[src/rtl/wb_arbiter.sv]
// ---------------------------------------------------------------------------
// wb_arbiter
//   Two-master, one-slave arbiter for a pipelined Wishbone memory bus.
//   Master 0 is instruction fetch. Master 1 is the load-store module (LSM).
//   A grant lasts for a whole bus cycle (CYC high). It is released only after
//   every accepted strobe has been acknowledged. Every release is followed by
//   one IDLE cycle before any new grant.
//
//   Parameters
//     MAX_OUTSTANDING : accepted-but-unacknowledged requests per grant (1..15)
//     CNT_W           : outstanding counter width (must hold MAX_OUTSTANDING)
//
//   Optional build macro
//     WB_ARBITER_ROUND_ROBIN_EN : when both masters request in IDLE, grant
//                                 the master that was not granted last.
//                                 When the macro is undefined, m1 always
//                                 wins a simultaneous request.
//
//   Ports
//     clk_i, rst_i          clock; asynchronous active-low reset
//     m0_wb_* / m1_wb_*     master-side Wishbone (adr/dat/we/sel/stb/cyc in,
//                           ack/stall out)
//     m_wb_dat_o            slave read data, broadcast to both masters
//     wb_*_o / wb_*_i       slave-side Wishbone port
// ---------------------------------------------------------------------------
module wb_arbiter #(
  parameter int MAX_OUTSTANDING = 4,
  parameter int CNT_W           = 4
) (
  input  logic        clk_i,
  input  logic        rst_i,
  input  logic [31:0] m0_wb_adr_i,
  input  logic [31:0] m0_wb_dat_i,
  input  logic        m0_wb_we_i,
  input  logic [3:0]  m0_wb_sel_i,
  input  logic        m0_wb_stb_i,
  input  logic        m0_wb_cyc_i,
  output logic        m0_wb_ack_o,
  output logic        m0_wb_stall_o,
  input  logic [31:0] m1_wb_adr_i,
  input  logic [31:0] m1_wb_dat_i,
  input  logic        m1_wb_we_i,
  input  logic [3:0]  m1_wb_sel_i,
  input  logic        m1_wb_stb_i,
  input  logic        m1_wb_cyc_i,
  output logic        m1_wb_ack_o,
  output logic        m1_wb_stall_o,
  output logic [31:0] m_wb_dat_o,
  output logic [31:0] wb_adr_o,
  output logic [31:0] wb_dat_o,
  output logic        wb_we_o,
  output logic [3:0]  wb_sel_o,
  output logic        wb_stb_o,
  output logic        wb_cyc_o,
  input  logic [31:0] wb_dat_i,
  input  logic        wb_ack_i,
  input  logic        wb_stall_i
);

  typedef enum logic [1:0] {
    IDLE   = 2'd0,
    GNT_M0 = 2'd1,
    GNT_M1 = 2'd2
  } state_e;

  localparam logic [CNT_W-1:0] MAX_CNT = CNT_W'(MAX_OUTSTANDING);

  state_e           state_q, state_d;
  logic [CNT_W-1:0] cnt_q, cnt_d;

  logic gnt_m0, gnt_m1, granted;
  logic own_cyc, own_stb;
  logic cnt_full, accept;

`ifdef WB_ARBITER_ROUND_ROBIN_EN
  // 0 = master 0 was granted last, 1 = master 1 was granted last.
  logic last_grant_q, last_grant_d;
`endif

  assign gnt_m0   = (state_q == GNT_M0);
  assign gnt_m1   = (state_q == GNT_M1);
  assign granted  = gnt_m0 | gnt_m1;
  assign cnt_full = (cnt_q == MAX_CNT);

  // Slave-side request mux: the owner's signals pass through, IDLE drives zeros.
  always_comb begin
    wb_adr_o = '0;
    wb_dat_o = '0;
    wb_we_o  = 1'b0;
    wb_sel_o = '0;
    own_cyc  = 1'b0;
    own_stb  = 1'b0;
    if (gnt_m0) begin
      wb_adr_o = m0_wb_adr_i;
      wb_dat_o = m0_wb_dat_i;
      wb_we_o  = m0_wb_we_i;
      wb_sel_o = m0_wb_sel_i;
      own_cyc  = m0_wb_cyc_i;
      own_stb  = m0_wb_stb_i;
    end else if (gnt_m1) begin
      wb_adr_o = m1_wb_adr_i;
      wb_dat_o = m1_wb_dat_i;
      wb_we_o  = m1_wb_we_i;
      wb_sel_o = m1_wb_sel_i;
      own_cyc  = m1_wb_cyc_i;
      own_stb  = m1_wb_stb_i;
    end
  end

  // CYC stays high after the owner drops its CYC until the last ack has
  // drained. STB is masked whenever the outstanding window is full.
  assign wb_cyc_o = granted;
  assign wb_stb_o = granted & own_stb & own_cyc & (cnt_q < MAX_CNT);
  assign accept   = wb_stb_o & ~wb_stall_i;

  // Stall is built from the registered count only. This keeps wb_ack_i off
  // every combinational path to a stall output.
  assign m0_wb_stall_o = gnt_m0 ? (wb_stall_i | cnt_full) : 1'b1;
  assign m1_wb_stall_o = gnt_m1 ? (wb_stall_i | cnt_full) : 1'b1;
  assign m0_wb_ack_o   = gnt_m0 & wb_ack_i;
  assign m1_wb_ack_o   = gnt_m1 & wb_ack_i;
  assign m_wb_dat_o    = wb_dat_i;

  // Outstanding count. An accept and an ack in the same cycle cancel out.
  // A stray ack with nothing outstanding is ignored.
  always_comb begin
    cnt_d = cnt_q;
    if (accept && !wb_ack_i) begin
      cnt_d = cnt_q + 1'b1;
    end else if (!accept && wb_ack_i && (cnt_q != '0)) begin
      cnt_d = cnt_q - 1'b1;
    end
  end

  // Next-state logic. Release checks the count after this cycle's ack.
  always_comb begin
    state_d = state_q;
`ifdef WB_ARBITER_ROUND_ROBIN_EN
    last_grant_d = last_grant_q;
`endif
    case (state_q)
      IDLE: begin
        if (m0_wb_cyc_i && m1_wb_cyc_i) begin
`ifdef WB_ARBITER_ROUND_ROBIN_EN
          state_d = last_grant_q ? GNT_M0 : GNT_M1;
`else
          state_d = GNT_M1;
`endif
        end else if (m1_wb_cyc_i) begin
          state_d = GNT_M1;
        end else if (m0_wb_cyc_i) begin
          state_d = GNT_M0;
        end
`ifdef WB_ARBITER_ROUND_ROBIN_EN
        if (state_d == GNT_M0) begin
          last_grant_d = 1'b0;
        end else if (state_d == GNT_M1) begin
          last_grant_d = 1'b1;
        end
`endif
      end
      GNT_M0: if (!m0_wb_cyc_i && (cnt_d == '0)) state_d = IDLE;
      GNT_M1: if (!m1_wb_cyc_i && (cnt_d == '0)) state_d = IDLE;
      default: state_d = IDLE;
    endcase
  end

  // State register
  always_ff @(posedge clk_i or negedge rst_i) begin
    if (!rst_i) begin
      state_q <= IDLE;
      cnt_q   <= '0;
    end else begin
      state_q <= state_d;
      cnt_q   <= cnt_d;
    end
  end

`ifdef WB_ARBITER_ROUND_ROBIN_EN
  always_ff @(posedge clk_i or negedge rst_i) begin
    if (!rst_i) begin
      last_grant_q <= 1'b0;
    end else begin
      last_grant_q <= last_grant_d;
    end
  end
`endif

endmodule

[config.mk]
export PLATFORM = sky130hd
export DESIGN_NAME = wb_arbiter
export DESIGN_NICKNAME = d
export VERILOG_FILES = /design/src/rtl/wb_arbiter.sv
export SDC_FILE = /design/constraint.sdc
export NUM_CORES = 1
export LEC_CHECK = 0
export BUFFER_PORTS_ARGS = -buffer_cell sky130_fd_sc_hd__buf_4
export CELL_PAD_IN_SITES_DETAIL_PLACEMENT = 1
export CELL_PAD_IN_SITES_GLOBAL_PLACEMENT = 2
export CORE_MARGIN = 2
export CORE_UTILIZATION = 10
export CTS_CLUSTER_SIZE = 40
export DETAILED_ROUTE_END_ITERATION = 7
export PLACE_DENSITY = 0.91
export SLEW_MARGIN = 15
export SYNTH_ARGS = -nofsm -noshare
export SYNTH_HDL_FRONTEND = slang
export SYNTH_SLANG_ARGS = --single-unit
[constraint.sdc]
create_clock -name clk_i -period 5.4 [get_ports clk_i]
set_input_delay 1.08 -clock clk_i [delete_from_list [all_inputs] [get_ports clk_i]]
set_output_delay 1.08 -clock clk_i [all_outputs]
set_load 0.02 [all_outputs]
==> metrics, run 1 <==
outcome=finished clean; detailed-route wire length on metal 1=3710 um; dominant combinational cell family by area after synthesis=compound AO/OA/AOI/OAI gates; static leakage power=1.62 nW; clk_lat worst skew=0.23 ns; fin crit period=3.53 ns; kind of path behind the tightest hold check=flop to flop; overall via count from detail_route=2,173; cell type contributing the most total cell area after synthesis=sky130_fd_sc_hd__a22o_1; number of antenna-violating nets in the routed design=0; largest clock skew in the final design=0.00252 ns; fraction of synthesis flops using an asynchronous set or reset pin=100%; iteration-0 DRC count of the detailed router=97; part of the total power dissipated in combinational logic=84.9%; top sig layer=met4; first-pass GRT wire length=12,300 um; Net Sw Frac=50.5%; final-layout setup total negative slack=0 ns; required time worst endpoint=4.32 ns; crit path max-delay cell type=sky130_fd_sc_hd__ha_2; number of input and output port buffers inserted=220; die boundary width=124 um; largest net degree at the start of global routing=68; wire length after detailed routing=9190 um; TritonCTS clock tree=yes; simple-gate area share of the yosys netlist=9.10%; IR Drop Worst-Case VDD=168 uV; wire length on met3=761 um; fraction of synthesized area in multiplexers=2.95%; startpoint class of the critical path=flop; 1st-pass router iterations=5; number of antenna violations at the first check in global routing=0; worst-margin pin slew=0.700 ns; most frequent cell after synthesis=sky130_fd_sc_hd__a22o_1; FF+latch count, synth=6; Root Buffer Master=sky130_fd_sc_hd__clkbuf_16; Nets=537; setup repair after global routing missed its margin=no; Sequential Power Share=6.8%; Synth cell types=35; Antenna Cells=0; minimum setup slack in the final design=1.87 ns; normalized max-slew margin=53.3%; synthesized area per cell=8.16 um^2; post-synth design cell area=1440 um^2; post-route DRC violation count=0; # Max-Cap Violations=0; Pint=0.721 mW; crit path kind=flop to primary output; share of the synthesized netlist area taken by xor and xnor gates=0.607%; vias in the first global route=2,297; Setup Viol. Count Final=0; total I/O pin count=285; buffer count from post-CTS setup fixing=0; number of buffers inserted for hold repair after clock tree synthesis=0; detailed route wirelength on metal2=4470 um; drt wl/cell=17.3 um; overall die height=124 um; fill cell instance count of the final layout=1,690; portion of the clock cycle consumed by the worst path in the final layout=65.4%; area of all sequential standard cells=150 um^2; buffer and inverter count on the worst path=3; cells after synthesis=177; area of the multi-input gates=975 um^2; routability congestion estimate from global placement=0.752; worst-case setup slack after placement=2.10 ns; residual overflow from global routing=0; synthesized netlist net count=360; ratio of total power to cell area=468 nW/um^2; CTS sink cnt=6; area added between synthesis and finish=115%; CORE AREA=14,000 um^2; total clock buffers created by CTS=3; final number of max-transition violations=0; number of warnings issued by yosys=0; upper clock frequency limit=283 MHz; cell types with the highest counts after synthesis=69 x sky130_fd_sc_hd__a22o_1, 32 x sky130_fd_sc_hd__buf_4, 14 x sky130_fd_sc_hd__clkbuf_1; top cells by area, synth=sky130_fd_sc_hd__a22o_1 42%, sky130_fd_sc_hd__buf_4 17%, sky130_fd_sc_hd__dfrtp_1 10%; post_cts resized=0; total half-perimeter wirelength after legalization and detailed placement=7970 um; area of the die=15,400 um^2; fraction of the yosys area taken by sequential cells=10.4%; row count=43; clock-pin slew on the worst setup and hold paths=0.03 ns; H-tree depth reported by CTS=1; count of flip-flops with a built-in enable after synthesis=0; reported net switching power=0.736 mW; global-route usage over all layers=10.5%; share of power burned in the clock network=8.2%; Initial Util=10.3%; vias per cell=4.08; Critical Path Most Common Cell=sky130_fd_sc_hd__buf_4; arrival time reported for the critical path endpoint=2.45 ns; number of hold violations in the final report=0; worst-path maximum fanout=50; list of cells traversed by the critical path=inv_1, ha_2, buf_4, nand3_1, a21oi_1, buf_4; Post-Synth Adder-Cell Area=4.33%; endpoint class of the critical path=primary output; fraction of layout instances using a drive strength above 1=64.8%; most used flip-flop cell after synthesis=sky130_fd_sc_hd__dfrtp_1; max incr delay on CP=0.56 ns; Yosys top cell area share=41.9%; Synth Area in Compound Gates=49.8%; clock buffer depth=2; top cell family by delay on the critical path=buffers and inverters
[registers in the layout, indices dropped and copies added, names as in the netlist]
signal / count
cnt_q: 4
state_q: 2
[per-stage QoR]
step / hold slack, ns / util, % / cells / cell area [um^2] / power [mW]
after floorplan: 0.523 / - / 177 / 1440 / 0.850
after detailed placement: 0.609 / 21.7 / 529 / 3040 / 1.35
after CTS: 0.619 / 22.2 / 532 / 3110 / 1.47
after global placement: 0.571 / 21.7 / 529 / 3040 / 1.32
after global routing: 0.654 / 22.2 / 532 / 3110 / 1.56
final: 0.610 / 22.2 / 532 / 3110 / 1.46
[final timing paths]
check                           start          to  slack, ns  depth (start not counted)
max                        state_q[1]    wb_stb_o       1.87                          6
min                        state_q[0]  state_q[0]       0.61                          2
max reg2reg                state_q[1]  state_q[1]       2.14                          8
min reg2reg                state_q[0]  state_q[0]       0.61                          2
max in group asynchronous       rst_i    cnt_q[3]       4.63                          1
min in group asynchronous       rst_i  state_q[0]       0.65                          1
[final cells by class]
class	instances	share of cell area (%)
timing repair buffer	222	53.6
multi-input combinational	116	31.3
tap	180	7.24
sequential	6	4.83
clock buffer	3	2.41
inverter	5	0.603
[per-layer routing]
metal / vias to the layer above / global-route usage, %
met4: 0 / 4.42
li1: 1014 / -
met2: 141 / 17.0
met1: 995 / 13.8
met3: 23 / 1.56
met5: - / 0
[power groups by stage]
stage | logic, mW | registers [mW] | clock network [mW]
finish | 1.24 | 0.0995 | 0.120
global route | 1.33 | 0.104 | 0.126
CTS | 1.25 | 0.0987 | 0.124
detailed placement | 1.25 | 0.0990 | 0
global placement | 1.22 | 0.0963 | 0
floorplan | 0.767 | 0.0830 | 0
[layout by cell type (no fill, tap or decap), types with 3 or more instances in the layout]
master                        n
sky130_fd_sc_hd__dfrtp_1      6
sky130_fd_sc_hd__nor2_1       3
sky130_fd_sc_hd__inv_1        5
sky130_fd_sc_hd__buf_4      222
sky130_fd_sc_hd__a21oi_1      3
sky130_fd_sc_hd__clkbuf_16    3
sky130_fd_sc_hd__ha_1         4
sky130_fd_sc_hd__nand2_1      5
sky130_fd_sc_hd__a22o_1      69
[kinds of logic after synthesis]
kind of cell	Yosys count
muxes	4
AOI/OAI and AO/OA	83
DFF	6
and+or+nand+nor	23
buffers and inverters	55
adders and majority gates	5
xor gates and xnor gates	1
[worst reg2reg max path: cells and delay by family, from the launching register on]
family                     cells  cell delay [ns]
adders and majority gates      1             0.56
AOI/OAI and AO/OA              3             1.05
muxes                          1             0.25
DFF                            1             0.38
and+or+nand+nor                1             0.25
buffers and inverters          2             0.69
Note: power is estimated with default switching activity, not from simulation.
==> run 2, diff against run 1 <==
- PLACE_DENSITY: 0.91 -> 0.95
- clock period: 5.4 -> 3.2 ns (I/O delays scaled with it)
==> metrics, run 2 (synthesized netlist as in run 1, its figures left out) <==
outcome=finished clean (unchanged); max reg flops=4 (unchanged); residual overflow from global routing=0 (unchanged); iteration-0 DRC count of the detailed router=77 (was 97); IR Drop Worst-Case VDD=232 uV (was 168 uV); wire length after detailed routing=9560 um (was 9190 um); clk_lat worst skew=0.23 ns (about the same); row count=43 (unchanged); startpoint of the worst register-to-register path=state_q[1] (unchanged); final-layout setup total negative slack=0 ns (unchanged); upper clock frequency limit=365 MHz; CORE AREA=14,000 um^2 (unchanged); clock-pin slew on the worst setup and hold paths=0.03 ns (about the same); number of hold violations in the final report=0 (unchanged); post-route DRC violation count=0 (unchanged); overall via count from detail_route=2,153 (was 2,173); fin crit period=2.74 ns; final instance count without filler cells=532 (unchanged); setup repair after global routing missed its margin=no (unchanged); Initial Util=10.3% (unchanged); ratio of total power to cell area=802 nW/um^2 (was 468 nW/um^2); # Max-Cap Violations=0 (unchanged); fraction of met2 tracks used by global routing=17.7% (was 17.0%); part of the total power dissipated in combinational logic=85.5% (was 84.9%); fraction of layout instances using a drive strength above 1=64.8% (unchanged); top library cells by usage in the layout, fill and taps aside=220 x sky130_fd_sc_hd__buf_4, 69 x sky130_fd_sc_hd__a22o_1, 6 x sky130_fd_sc_hd__dfrtp_1, 5 x sky130_fd_sc_hd__inv_1, 5 x sky130_fd_sc_hd__nand2_1 (was 222 x sky130_fd_sc_hd__buf_4, 69 x sky130_fd_sc_hd__a22o_1, 6 x sky130_fd_sc_hd__dfrtp_1, 5 x sky130_fd_sc_hd__inv_1, 5 x sky130_fd_sc_hd__nand2_1); largest net degree at the start of global routing=66 (was 68); crit path kind=flop to primary output (unchanged); overall die height=124 um (unchanged); reported net switching power=1.27 mW (was 0.736 mW); number of antenna-violating nets in the routed design=0 (unchanged); vias per cell=4.05 (was 4.08); vias in the first global route=2,221 (was 2,297); first-pass GRT wire length=12,400 um (was 12,300 um); H-tree depth reported by CTS=1 (unchanged); share of power burned in the clock network=7.9% (was 8.2%); total half-perimeter wirelength after legalization and detailed placement=8300 um (was 7970 um); static leakage power=1.62 nW (about the same); number of antenna violations at the first check in global routing=0 (unchanged); drt wl/cell=18.0 um (was 17.3 um); area added between synthesis and finish=117% (was 115%); crit path from=state_q[0] (was state_q[1]); global-route usage over all layers=10.7% (was 10.5%); endpoint class of the critical path=primary output (unchanged); grt met3 use=2.11% (was 1.56%); clock buffer depth=2 (unchanged); buffer count from post-CTS setup fixing=0 (unchanged); die boundary width=124 um (unchanged); Largest regs=cnt_q: 4 flops, state_q: 2 flops (unchanged); GR met1 Demand/Resource=13.7% (was 13.8%); TritonCTS clock tree=yes (unchanged); worst-margin pin slew=0.408 ns (was 0.700 ns); total I/O pin count=285 (unchanged); portion of the clock cycle consumed by the worst path in the final layout=85.6%; routability congestion estimate from global placement=0.798 (was 0.752); Setup Viol. Count Final=0 (unchanged); final number of max-transition violations=0 (unchanged); normalized max-slew margin=72.8% (was 53.3%); kind of path behind the tightest hold check=primary input to async pin (was flop to flop); number of input and output port buffers inserted=220 (unchanged); fill cell instance count of the final layout=1,690 (unchanged); Pint=1.24 mW (was 0.721 mW); number of buffers inserted for hold repair after clock tree synthesis=0 (unchanged); CTS sink cnt=6 (unchanged); total clock buffers created by CTS=3 (unchanged); most crowded layer after global routing=met2 (unchanged); Antenna Cells=0 (unchanged); post_cts resized=0 (unchanged); arrival time reported for the critical path endpoint=2.10 ns (was 2.45 ns); startpoint class of the critical path=flop (unchanged); flop2flop setup slack=0.82 ns (was 2.14 ns); commonest non-fill, non-tap cell in the layout=sky130_fd_sc_hd__buf_4 (unchanged); Net Sw Frac=50.5% (about the same); Root Buffer Master=sky130_fd_sc_hd__clkbuf_16 (unchanged); Sequential Power Share=6.6% (was 6.8%); 1st-pass router iterations=4 (was 5); largest clock skew in the final design=0.000654 ns (was 0.00252 ns); required time worst endpoint=2.56 ns (was 4.32 ns); Biggest register=cnt_q (unchanged); area of the die=15,400 um^2 (unchanged); DP Cell Count=529 (unchanged); Nets=537 (unchanged); post-route worst hold slack=0.215 ns (was 0.610 ns); worst-path maximum fanout=63 (was 50)
==> run 2: layer usage <==
| metal | vias to the layer above | routed length [um] |
|---|---|---|
| met5 | - | 0 |
| met4 | 0 | 164 |
| met3 | 14 | 813 |
| met2 | 122 | 4830 |
| met1 | 1003 | 3750 |
| li1 | 1014 | - |
==> run 2: final cells by class <==
type                    count  area [um^2]  area share, %
flip-flops and latches      6          150           4.79
repair buffers            222         1690           54.0
clock buffers               3         75.1           2.39
well taps                 180          225           7.18
multi-input cells         116          975           31.1
inverters                   5         18.8          0.599
==> run 2: final timing paths <==
path                                end  depth (start not counted)
min in group clk_i           state_q[1]                          2
min                          state_q[1]                          1
max                        wb_dat_o[10]                          6
min reg2reg                  state_q[1]                          2
max reg2reg                  state_q[0]                          7
max in group asynchronous      cnt_q[2]                          1
==> run 2: power groups by stage <==
stage / logic, mW / clock network (mW) / registers [mW]
2_1_floorplan: 1.29 / 0 / 0.140
3_3_place_gp: 2.12 / 0 / 0.163
3_5_place_dp: 2.17 / 0 / 0.166
4_1_cts: 2.17 / 0.204 / 0.165
5_1_grt: 2.29 / 0.208 / 0.175
6_report: 2.15 / 0.198 / 0.165
==> run 2: worst max-delay path, stage by stage (launching register included) <==
cell,delay [ns]
sky130_fd_sc_hd__dfrtp_1,0.37
sky130_fd_sc_hd__inv_1,0.11
sky130_fd_sc_hd__ha_1,0.31
sky130_fd_sc_hd__nor2b_4,0.32
sky130_fd_sc_hd__buf_12,0.28
sky130_fd_sc_hd__a22o_1,0.24
sky130_fd_sc_hd__buf_4,0.16
==> run 2: through the flow <==
stage	utilization (%)	total power, mW	cell area [um^2]	setup slack, ns
floorplan	-	1.43	1440	0.621
global placement	21.9	2.28	3060	0.745
detailed placement	21.9	2.33	3060	0.701
CTS	22.4	2.54	3140	0.441
global route	22.4	2.67	3140	0.345
finish	22.4	2.52	3140	0.460
